**src/rtl/strobed_decoder_pkg.sv**
```systemverilog
`default_nettype none
// ============================================================================
// Module  : strobed_decoder_pkg
// Purpose : Shared types and constants for the strobed decoder.
//           - state_e   : pulse FSM states (IDLE, ACTIVE)
//           - cnt_width : maps PULSE_LEN to the width of the pulse counter
// Ports   : none (package)
// Rev     : 1.0  initial release
// ============================================================================
package strobed_decoder_pkg;

    typedef enum logic [0:0] {
        IDLE   = 1'b0,
        ACTIVE = 1'b1
    } state_e;

    // The counter only has to hold PULSE_LEN-1, so $clog2(PULSE_LEN) bits
    // suffice; PULSE_LEN=1 would give zero bits, so keep at least one.
    function automatic int cnt_width(input int pulse_len);
        return (pulse_len > 1) ? $clog2(pulse_len) : 1;
    endfunction

endpackage : strobed_decoder_pkg
`default_nettype wire

```
**src/rtl/strobed_decoder_onehot_low_dec.sv**
```systemverilog
`default_nettype none
// ============================================================================
// Module  : onehot_low_dec
// Purpose : Combinational SEL_W-to-2**SEL_W active-low decoder with a single
//           enable. When enabled exactly one output is low, otherwise all
//           outputs are high.
// Ports   : sel_i    [SEL_W-1:0]   select
//           en_i                   enable (active high)
//           out_b_o  [OUT_N-1:0]   active-low one-hot-low outputs
// Rev     : 1.0  initial release
// ============================================================================
module onehot_low_dec #(
    parameter  int SEL_W = 3,
    localparam int OUT_N = 2**SEL_W
) (
    input  logic [SEL_W-1:0] sel_i,
    input  logic             en_i,
    output logic [OUT_N-1:0] out_b_o
);

    always_comb begin
        out_b_o = '1;
        if (en_i) begin
            out_b_o[sel_i] = 1'b0;
        end
    end

endmodule : onehot_low_dec
`default_nettype wire

```
**src/rtl/strobed_decoder.sv**
```systemverilog
`default_nettype none
// ============================================================================
// Module  : strobed_decoder
// Purpose : Strobed SEL_W-to-2**SEL_W active-low decoder. A qualified strobe
//           (en_g1 & ~en_g2a_b & ~en_g2b_b & ~abort) latches sel and drives
//           exactly one q_b bit low for PULSE_LEN cycles, then releases it
//           and flags done for one cycle. abort cancels an active pulse
//           without done. All outputs come straight from flops.
// Config  : `define STROBED_DECODER_BACK_TO_BACK_EN lets a qualified strobe
//           in the final active cycle start the next pulse with no gap.
// Ports   : clk                    rising-edge clock
//           rst_n                  asynchronous active-low reset
//           sel      [SEL_W-1:0]   select, sampled on accepted strobe
//           en_g1                  active-high enable
//           en_g2a_b, en_g2b_b     active-low enables
//           strobe                 pulse request
//           abort                  synchronous cancel
//           q_b      [OUT_N-1:0]   registered active-low outputs
//           busy                   high while a pulse is active
//           done                   one-cycle completion flag
// Rev     : 1.0  initial release
// ============================================================================
module strobed_decoder #(
    parameter  int SEL_W     = 3,
    parameter  int PULSE_LEN = 1,
    localparam int OUT_N     = 2**SEL_W
) (
    input  logic             clk,
    input  logic             rst_n,
    input  logic [SEL_W-1:0] sel,
    input  logic             en_g1,
    input  logic             en_g2a_b,
    input  logic             en_g2b_b,
    input  logic             strobe,
    input  logic             abort,
    output logic [OUT_N-1:0] q_b,
    output logic             busy,
    output logic             done
);

    import strobed_decoder_pkg::*;

    localparam int               CNT_W    = cnt_width(PULSE_LEN);
    localparam logic [CNT_W-1:0] CNT_LOAD = CNT_W'(PULSE_LEN - 1);

    state_e             state_q, state_d;
    logic [SEL_W-1:0]   sel_q,   sel_d;
    logic [CNT_W-1:0]   cnt_q,   cnt_d;
    logic               done_d;
    logic               busy_d;
    logic [OUT_N-1:0]   q_b_d;
    logic               accept;

    // Enables are only looked at here, so changes during a pulse are inert.
    assign accept = strobe & en_g1 & ~en_g2a_b & ~en_g2b_b & ~abort;

    always_comb begin
        state_d = state_q;
        sel_d   = sel_q;
        cnt_d   = cnt_q;
        done_d  = 1'b0;
        case (state_q)
            IDLE: begin
                if (accept) begin
                    state_d = ACTIVE;
                    sel_d   = sel;
                    cnt_d   = CNT_LOAD;
                end
            end
            ACTIVE: begin
                if (abort) begin
                    state_d = IDLE;
                    cnt_d   = '0;
                end else if (cnt_q == '0) begin
                    done_d  = 1'b1;
                    state_d = IDLE;
`ifdef STROBED_DECODER_BACK_TO_BACK_EN
                    // Relatch in the last active cycle: the next pulse
                    // starts on the very next cycle while done still fires.
                    if (accept) begin
                        state_d = ACTIVE;
                        sel_d   = sel;
                        cnt_d   = CNT_LOAD;
                    end
`endif
                end else begin
                    cnt_d = cnt_q - CNT_W'(1);
                end
            end
            default: begin
                state_d = IDLE;
                cnt_d   = '0;
            end
        endcase
    end

    // Decode the next-state select so q_b is registered in the same edge
    // that enters/leaves ACTIVE, keeping it aligned with busy.
    assign busy_d = (state_d == ACTIVE);

    onehot_low_dec #(
        .SEL_W   (SEL_W)
    ) u_dec (
        .sel_i   (sel_d),
        .en_i    (busy_d),
        .out_b_o (q_b_d)
    );

    always_ff @(posedge clk or negedge rst_n) begin
        if (!rst_n) begin
            state_q <= IDLE;
            sel_q   <= '0;
            cnt_q   <= '0;
            q_b     <= '1;
            busy    <= 1'b0;
            done    <= 1'b0;
        end else begin
            state_q <= state_d;
            sel_q   <= sel_d;
            cnt_q   <= cnt_d;
            q_b     <= q_b_d;
            busy    <= busy_d;
            done    <= done_d;
        end
    end

endmodule : strobed_decoder
`default_nettype wire

```
**config.mk**
```make
export PLATFORM = sky130hd
export DESIGN_NAME = strobed_decoder
export DESIGN_NICKNAME = d
export VERILOG_FILES = /design/src/rtl/strobed_decoder_pkg.sv /design/src/rtl/strobed_decoder_onehot_low_dec.sv /design/src/rtl/strobed_decoder.sv
export SDC_FILE = /design/constraint.sdc
export NUM_CORES = 1
export LEC_CHECK = 0
export CORE_AREA = 2 2 39 41
export CTS_CLUSTER_DIAMETER = 40
export DETAILED_ROUTE_END_ITERATION = 8
export DIE_AREA = 0 0 41 43
export PLACE_DENSITY = 0.66
export SYNTH_ARGS = -nofsm -noshare
export SYNTH_HDL_FRONTEND = slang
export SYNTH_HIERARCHICAL = 1
export SYNTH_SLANG_ARGS = --single-unit
export TNS_END_PERCENT = 1
```
**constraint.sdc**
```tcl
create_clock -name clk -period 2.05 [get_ports clk]
set_clock_uncertainty 0.15 [all_clocks]
set_input_delay 0.5125 -clock clk [delete_from_list [all_inputs] [get_ports clk]]
set_output_delay 0.5125 -clock clk [all_outputs]
set_load 0.02 [all_outputs]
```
==> flow_summary.json <==
{
  "outcome": "completed",
  "crit_type": "input pin to register",
  "clk_pin_slew_ps": 70,
  "vias_per_cell": 4.722,
  "grt_pass1_wl_microns": 1490,
  "h-tree-depth": 1,
  "rsz0062_at_grt": "true",
  "fin_crit_sh": 0.9923,
  "grt_usage": 0.1324,
  "ys_seq_elements": 13,
  "drtIter0Drc": 1,
  "rows": 14,
  "worstPathArrival_ps": 2070,
  "grt_pass1_vias": 369,
  "syn2layout_area_growth_pct": 61.26,
  "multi_input_area_sq_um": 155.1,
  "postPlaceCellArea_sq_um": 718.2,
  "tritoncts": "done",
  "avgSynthCellArea_sq_um": 17.07,
  "drc": 0,
  "clock-sinks": 13,
  "register_area_sq_um": 335.3,
  "hold_class": "input pin to register",
  "synth.distinct_cells": 11,
  "fin_crit_ps": 2034,
  "drt-total-wl_microns": 985,
  "clockBufferDepth": 2,
  "ys_seq_area_frac": 0.7016,
  "power.density_nw_per_um2": 694.1,
  "ff2ff_setup_slack_ps": 90,
  "core_area_sq_um": 1384,
  "fmaxAchievable_mhz": 491.6,
  "grt_max_degree": 14,
  "die_h_microns": 43,
  "n_fill_cell": 114,
  "antenna_found_initial": 0,
  "dr.pass1.iters": 2,
  "worst-r2r-cell-count": 4,
  "drive_gt1_frac": 0.3750,
  "cts-root-buf": "clkbuf_4",
  "io_buffers": 19,
  "ios": 20,
  "start_kind": "input pin",
  "gp_congestion": 0.6953,
  "cp_max_fo": 4,
  "drv_cap": 0,
  "die_area_sq_um": 1763,
  "hpwl_microns": 706.8,
  "hold_violations": 0,
  "finalSetupTns_ps": 0,
  "ir_worst_vdd_v": 0.0003677,
  "antenna_cells": 0,
  "grt_overflow": 0,
  "relSlewSlack": 0.6438,
  "syn-num-nets": 38,
  "wire_per_inst_microns": 13.68,
  "r2r-start": "state_q$_DFF_PN0_",
  "cts_made_buffers": 3,
  "tightest_slew_ps": 532.7,
  "crit_required_ps": 2080,
  "most-common-layout-cells": "clkdlybuf4s50_1, dfstp_2, dfrtp_1, dlymetal6s2s_1, buf_4",
  "syn_area_sq_um": 478.0,
  "clkLatencyLatePin_ps": 260,
  "vias": 340,
  "crit_end": "q_b[0]$_DFF_PN1_",
  "ant_nets": 0,
  "regToRegEndpoint": "q_b[0]$_DFF_PN1_",
  "final_area_sq_um": 770.7,
  "start_util": 0.3454,
  "fp.dieW_microns": 41,
  "yosys_warnings": 6,
  "syn_inst": 28,
  "min_from": "abort",
  "crit_start": "en_g2a_b",
  "maxSlewViolCount": 0,
  "leakage_nw": 0.3106,
  "nets": 67,
  "end_kind": "register",
  "setup_viol": 0
}
repair_timing:
item | CTS | global route
pin swaps | 3 | 0
setup buffers | 1 | 0
resized for setup | 13 | 5
setup endpoints to repair | 10 | 6
hold buffers | 0 | 0
endpoints found under the hold margin | 0 | 0
metal layers:
layer,track usage,up-vias,wire length [microns]
met5,0,-,0
met4,0.08000,0,0
met3,0.03665,0,76
met2,0.2094,13,535
met1,0.1488,165,372
li1,-,162,-
cells in the mapped netlist:
cell       instances  area, sq um
or4b_1             1        10.01
nand4_1            1        6.260
mux2_2             3        33.78
nor2b_1            1        6.260
nand4bb_1          3        33.78
nand4b_1           3        26.28
inv_1              1        3.750
nor4b_2            1        15.01
dfstp_2            8        210.2
dfrtp_1            5        125.1
nand3b_1           1        7.510
power breakdown:
| group | internal [mW] | switching [mW] | total, mW |
|---|---|---|---|
| Sequential | 0.273 | 0.00428 | 0.277 |
| Combinational | 0.0637 | 0.0455 | 0.109 |
| Clock | 0.0751 | 0.0731 | 0.148 |
cells by family after synthesis:
group | synth area share
flip-flops | 0.7016
multiplexers | 0.07068
buffers and inverters | 0.007846
AND/OR/NAND/NOR | 0.2199
sequential cells by signal, summed over array words and instances (netlist names):
signal   cells
q_b          8
state_q      1
done         1
sel_q        3
how the worst min path moves through the flow:
stage	endpoint	slack (ps)	cells past startpoint
after floorplan	done$_DFF_PN0_	70	0
after global placement	done$_DFF_PN0_	390	1
after detailed placement	done$_DFF_PN0_	430	1
after CTS	done$_DFF_PN0_	300	2
after global routing	done$_DFF_PN0_	300	2
final	done$_DFF_PN0_	310	2
worst max-delay path: stages:
cell and delay, ps:
clkdlybuf4s50_1 450, nand3b_1 220, mux2_2 380, or4b_1 510
metrics by stage:
stage | instances | hold WS [ps] | worst slack, ps | power, mW | util
floorplan | 28 | 66.91 | 28.59 | 0.3287 | -
global placement | 67 | 391.2 | -398.7 | 0.3812 | 0.5190
CTS | 72 | 302.3 | 0.02176 | 0.5442 | 0.5479
global route | 72 | 298.7 | -18.19 | 0.5687 | 0.5570
finish | 72 | 310.5 | 15.74 | 0.5350 | 0.5570
detailed placement | 67 | 432.4 | -507.0 | 0.3858 | 0.5190
cell type report:
type | count | area share
sequential | 13 | 0.4351
tap | 16 | 0.02597
inverter | 1 | 0.004870
clock buffer | 4 | 0.03409
timing repair buffer | 24 | 0.2987
multi-input combinational | 14 | 0.2013
(Power assumes the default switching activity.)
